==> src/rtl/risc_shifter.sv <==
// Registered 32-bit barrel shifter: five log stages, right shifts reuse the left network via bit reversal.
// Define SHIFTER_ARITH_EN to make SRI an arithmetic (sign-filling) right shift.
module risc_shifter #(
  parameter int WIDTH   = 32,
  parameter int SHAMT_W = 5
) (
  input  logic             clk,
  input  logic             rst_n,
  input  logic [WIDTH-1:0] D1,
  input  logic [WIDTH-1:0] D2,
  input  logic             SLI,
  input  logic             SRI,
  output logic [WIDTH-1:0] DOut,
  output logic             DValid
);

  logic               do_left;
  logic               do_right;
  logic               fill;
  logic               oversize;
  logic [SHAMT_W-1:0] amt;
  logic [WIDTH-1:0]   d1_rev;
  logic [WIDTH-1:0]   net_out;
  logic [WIDTH-1:0]   res_rev;
  logic [WIDTH-1:0]   shifted;
  logic [WIDTH-1:0]   dout_next;
  logic [WIDTH-1:0]   stage [SHAMT_W+1];

  assign do_left  = SLI & ~SRI;
  assign do_right = SRI & ~SLI;
  assign amt      = D2[SHAMT_W-1:0];
  assign oversize = |D2[WIDTH-1:SHAMT_W];

`ifdef SHIFTER_ARITH_EN
  assign fill = do_right & D1[WIDTH-1];
`else
  assign fill = 1'b0;
`endif

  genvar gi;
  generate
    for (gi = 0; gi < WIDTH; gi++) begin : g_rev
      assign d1_rev[gi]  = D1[WIDTH-1-gi];
      assign res_rev[gi] = net_out[WIDTH-1-gi];
    end

    // Fill enters at the LSB; in the reversed domain that becomes the MSB of a right shift.
    assign stage[0] = do_right ? d1_rev : D1;
    for (gi = 0; gi < SHAMT_W; gi++) begin : g_stage
      localparam int S = 1 << gi;
      assign stage[gi+1] = amt[gi] ? {stage[gi][WIDTH-1-S:0], {S{fill}}} : stage[gi];
    end
  endgenerate

  assign net_out = stage[SHAMT_W];
  assign shifted = do_right ? res_rev : net_out;

  always_comb begin
    dout_next = D1;
    if (do_left || do_right) begin
      if (oversize) dout_next = {WIDTH{fill}};
      else          dout_next = shifted;
    end
  end

  always_ff @(posedge clk or negedge rst_n) begin
    if (!rst_n) begin
      DOut   <= '0;
      DValid <= 1'b0;
    end else begin
      DOut   <= dout_next;
      DValid <= SLI ^ SRI;
    end
  end

endmodule

==> config.mk <==
export PLATFORM = sky130hd
export DESIGN_NAME = risc_shifter
export DESIGN_NICKNAME = d
export VERILOG_FILES = /design/src/rtl/risc_shifter.sv
export SDC_FILE = /design/constraint.sdc
export NUM_CORES = 1
export LEC_CHECK = 0
export CORE_ASPECT_RATIO = 2
export CORE_UTILIZATION = 51
export DETAILED_ROUTE_END_ITERATION = 12
export GPL_TIMING_DRIVEN = 0
export PLACE_DENSITY = 0.82
export SLEW_MARGIN = 30
export SYNTH_ARGS = -nofsm -noshare
export SYNTH_HDL_FRONTEND = slang
export SYNTH_SLANG_ARGS = --single-unit
==> constraint.sdc <==
create_clock -name clk -period 0.8 [get_ports clk]
set_input_delay 0.16 -clock clk [delete_from_list [all_inputs] [get_ports clk]]
set_output_delay 0.16 -clock clk [all_outputs]
set_load 0.05 [all_outputs]
==> impl_metrics.toml <==
[final_layout]
layout.nets = 630
area_growth_pct = 50.08
diodes = 0
drive_gt1_share_pct = 39.39

[outcome]
violations = "negative hold slack, negative setup slack"
outcome = "complete, but fails checks"

[floorplan]
num_rows = 46
design.core.area_um2 = 7885
dieArea_um2 = 8474
die_h_um = 129.2
io_pins = 101
initial_core_util_pct = 52.32
die_w_um = 65.60

[timing]
finalMaxSlewViolations = 0
worst_pin_slew_ps = 771.4
fin_crit_sh_pct = 297.6
hold_viol = 33
rsz0062_at_grt = "yes"
setup_violations = 66
fin_hold_ws_ps = -75.33
fin_tns_setup_ps = -52670
fmax_mhz = 420.0
slew_headroom_pct = 48.57
fin_crit_ps = 2381
fin_ws_ps = -1581

[placement]
io_buffers = 97
gp_congestion = 1.057
place_hpwl_mm = 14.62

[power]
ir_drop_mv = 1.100
leakagePower_nw = 2.503
power_density_nw_per_um2 = 1324

[critical_path]
startpoint_type = "primary input"
cp.arrival_ps = 2520
required_ps = 940
end_kind = "flip-flop"
worstSetupPathType = "in -> reg"
crit_fanout = 6

[clocking]
root_buffer = "clkbuf_16"
tritoncts = "built"
clockBufferDepth = 2
clkTransAtPathRegs_ps = 50
clock_sinks = 33
cts_buffers = 5
htree_num_levels = 2

[min_path]
hold_path.class = "in -> async"

[logic_synthesis]
synth_edf_count = 0
synth_cells = 427
avgSynthCellArea_um2 = 9.661
yosysWarnings = 0
ys.flop_type = "dfrtp_1"
syn_area_um2 = 4125
yosysTopAreaCell = "dfrtp_1"
ys_ff_latch = 33
synthTopCellsByCount = "42 x nand2_1, 41 x mux2i_1, 34 x mux4_2"
synth_nets = 497
async_reset_ff_share_pct = 100.0
synth.distinct_cells = 56
synth.top_cell.area_share_pct = 20.02
synth_area_leaders = "dfrtp_1 20%, mux4_2 19%, mux2i_1 9.9%"
synth-seq-area-share_pct = 20.02
synth_most_common_cell = "nand2_1"

[drt]
drc = 0
vias_per_cell = 7.481
vias = 4915
firstDrtPassIters = 6
finalWirelength_mm = 19.50
drtAntennaViolNets = 0
drt_iter0_drc = 644
routedWlPerCell_um = 29.68

[grt]
grt_util_all_layers_pct = 48.14
use_met1_pct = 45.72
use_met3_pct = 11.00
grt_overflow = 0
grt_busiest_layer = "met2"
grt_max_degree = 34
met2_usage_pct = 79.50
grt_pass1_vias = 4941
grt_pass1_wl_mm = 28.66
antenna_found_initial = 0

[flow_run]
maxCapViolCount = 0
==> worst max-delay path, stage by stage <==
cell and delay, ps:
buf_8 110, inv_12 50, ha_4 120, buf_12 130, buf_12 120, mux4_2 500
mux2_4 310, buf_12 130, mux4_2 590, a21oi_4 210, o21ai_1 80
==> layer usage <==
layer  share of wire [%]  up-vias
li1                    -     1993
met1                  29     2286
met2                  49      473
met3                 9.8      163
met4                  12        0
met5                   0        -
==> metrics by stage <==
stage               total power, mW  utilization [%]  setup WS (ps)  instance area, µm²  instances
floorplan                     4.105                -          -1512                4238        427
global placement              5.444            67.58          -2969                5329        620
detailed placement            5.481            67.52          -2988                5324        620
CTS                           7.907            77.12          -1538                6081        652
global route                  8.423            78.51          -1607                6191        657
finish                        8.200            78.51          -1581                6191        657
==> registers in the layout, indices dropped and copies added, names as in the netlist <==
name / flops
DOut: 32
DValid: 1
==> worst max path at each step <==
stage | from | endpoint | slack (ps)
2_1_floorplan | SLI | DOut[25] | -1510
3_3_place_gp | SLI | DOut[29] | -2970
3_5_place_dp | SLI | DOut[29] | -2990
4_1_cts | SLI | DOut[25] | -1540
5_1_grt | SLI | DOut[30] | -1610
6_report | SLI | DOut[1] | -1580
==> placed cells by master (no fill, tap or decap), types with 5 or more instances in the layout <==
cell,n
a32oi_1,8
o211ai_1,5
a21oi_1,10
dfrtp_1,33
o21ai_1,8
clkbuf_16,6
inv_1,6
buf_6,48
mux2i_4,9
nand4_1,5
buf_12,5
buf_4,24
mux2i_2,5
a21o_1,5
and3_1,5
nor2_1,25
dlygate4sd2_1,25
nand2_1,40
and2_1,6
mux2_2,13
clkdlybuf4s50_1,34
a221o_1,9
clkbuf_1,15
mux2_4,8
nor3_1,15
mux2i_1,27
nand3_1,5
mux4_2,39
==> report_power, final <==
group	total, mW	switching, mW	internal, mW
sequential	1.87	0.0664	1.80
clock	1.84	0.697	1.14
combinational	4.49	2.50	1.99
total	8.20	3.27	4.93
==> cell families after synthesis <==
| logic type | share of synthesized area (%) |
|---|---|
| AND/OR/NAND/NOR | 15.98 |
| AO/OA/AOI/OAI | 19.08 |
| multiplexers | 38.79 |
| buffers and inverters | 5.520 |
| flip-flops | 20.02 |
| adder cells (fa/ha/maj) | 0.6065 |
==> area by class of cell <==
class | instances | area [µm²]
clock buffers | 6 | 128.9
inverters | 9 | 50.05
flip-flops and latches | 33 | 825.8
multi-input cells | 346 | 3471
clock inverters | 2 | 10.01
plain buffers | 38 | 295.3
well taps | 96 | 120.1
fillers | 537 | 1694
repair buffers | 127 | 1290
==> timing repair <==
item                                    in CTS  in global routing
cloned                                       1                  0
setup buffers                               24                  5
gates resized for setup                    364                 19
pin swaps                                   26                 11
hold endpoints to repair                    33                 33
endpoints found under the setup margin      66                 66
Power figures use the tool's default switching activity.
==> patch: new RTL, same settings <==
The option `SHIFTER_ARITH_EN` is turned on by a define.
--- a/src/rtl/risc_shifter.sv
+++ b/src/rtl/risc_shifter.sv
@@ -1,4 +1,6 @@
 // Registered 32-bit barrel shifter: five log stages, right shifts reuse the left network via bit reversal.
 // Define SHIFTER_ARITH_EN to make SRI an arithmetic (sign-filling) right shift.
+`define SHIFTER_ARITH_EN
+
 module risc_shifter #(
   parameter int WIDTH   = 32,
Check against the original RTL: not equivalent (Yosys sat finds a counterexample within 4 cycles, from zero or initial values and one cycle with rst_n low).
==> patch against the unedited design <==
  * The flow still finishes with violations (hold timing, setup timing)
  * Sequential cell count unchanged
  * Global-route usage up 0.87 points
  * Synthesized area is 14% higher
  * Power rose by 18%
  * Final area grew 15%
  * Wire length grew 24%
  * Setup slack got worse by 0.15 ns
==> patch: results (changes against the unedited design) <==
Outcome: finished, violations left
Failing checks: hold timing, setup timing
WL final: 24,200 um (+24%)
Count of final hold-check violations: 33 (unchanged)
Mux contribution to synthesized area: 0.339 (-0.0489)
Final setup violation count: 66 (unchanged)
First-pass GRT wire length: 35,800 um (+25%)
Initial DRC count: 935 (+45%)
Final hold slack: -0.0774 ns (-0.00210 ns)
Post-synthesis area per instance: 9.09 sq um (-5.9%)
Non-filler cells, final: 759 (+16%)
Largest fanout on the critical path: 9 (+3)
Leak pwr: 2.79 nW (+11%)
# Post-CTS Setup Buffers: 18 (-25%)
WL met1: 6920 um (+22%)
Synth top cells by count: nand2_1 (58), mux4_2 (45), nor2_1 (44)
WL met2: 11,500 um (+19%)
NetSw: 4.24 mW (+30%)
DP HPWL: 17,300 um (+18%)
Slew of the pin with the lowest slew margin: 0.891 ns (+0.120 ns)
Top cells by area, synth: mux4_2 (21%), dfrtp_1 (17%), mux2i_1 (5.3%)
Post-route setup slack: -1.73 ns (-0.148 ns)
Synth Area in Adders: 0.00530 (-0.000764)
Met3 Use GR: 0.126 (+0.0161)
Met3 routed WL: 2640 um (+39%)
Global Route Usage Sum: 0.490 (+0.00870)
Netlist cell types: 68 (+21%)
Worst VDD drop: 1.20 mV (+8.8%)
Crit path DAT: 2.67 ns (+0.15 ns)
[patch: changes by cell type after synthesis, sizes merged, moves of 6 or more]
cell | unedited run | this run
a21oi | 14 | 37
a221o | 9 | 2
a2bb2oi | 0 | 8
a31oi | 2 | 15
buf | 18 | 24
clkbuf | 21 | 28
mux2i | 41 | 26
mux4 | 41 | 47
nand2 | 42 | 58
nor2 | 30 | 45
nor3 | 16 | 9
o21ai | 14 | 29
[patch: path summary, 6_finish.rpt]
path,endpoint,slack [ns],cells past startpoint
setup / recovery,DOut[14],-1.73,14
min in group clk,DOut[15],0.36,3
hold / removal,DOut[16],-0.08,1
max in group asynchronous,DOut[28],0.41,1
[patch: power groups by stage]
stage | combinational, mW | clock [mW] | sequential, mW
floorplan | 2.23 | 0 | 2.66
global placement | 4.57 | 0 | 1.94
detailed placement | 4.61 | 0 | 1.95
CTS | 5.12 | 1.86 | 1.97
global route | 5.94 | 1.93 | 1.98
finish | 5.83 | 1.88 | 1.96
[patch: worst max-delay path, delay by kind of cell]
kind / cells / cell delay, ns
AOI/OAI and AO/OA: 6 / 1.17
adders and majority gates: 1 / 0.15
buffers and inverters: 6 / 0.64
muxes: 1 / 0.54
[patch: layout make-up]
| class | instances | share of cell area |
|---|---|---|
| inverters | 16 | 0.0116 |
| well taps | 102 | 0.0180 |
| clock inverters | 3 | 0.00246 |
| clock buffers | 5 | 0.0176 |
| multi-input cells | 418 | 0.583 |
| flip-flops and latches | 33 | 0.116 |
| repair buffers | 132 | 0.188 |
| plain buffers | 50 | 0.0634 |
[patch: per-stage QoR]
stage	setup TNS, ns	setup slack [ns]
2_1_floorplan	-40.48	-1.42
3_3_place_gp	-122.15	-2.54
3_5_place_dp	-92.17	-2.59
4_1_cts	-49.07	-1.48
5_1_grt	-55.82	-1.66
6_report	-54.87	-1.73
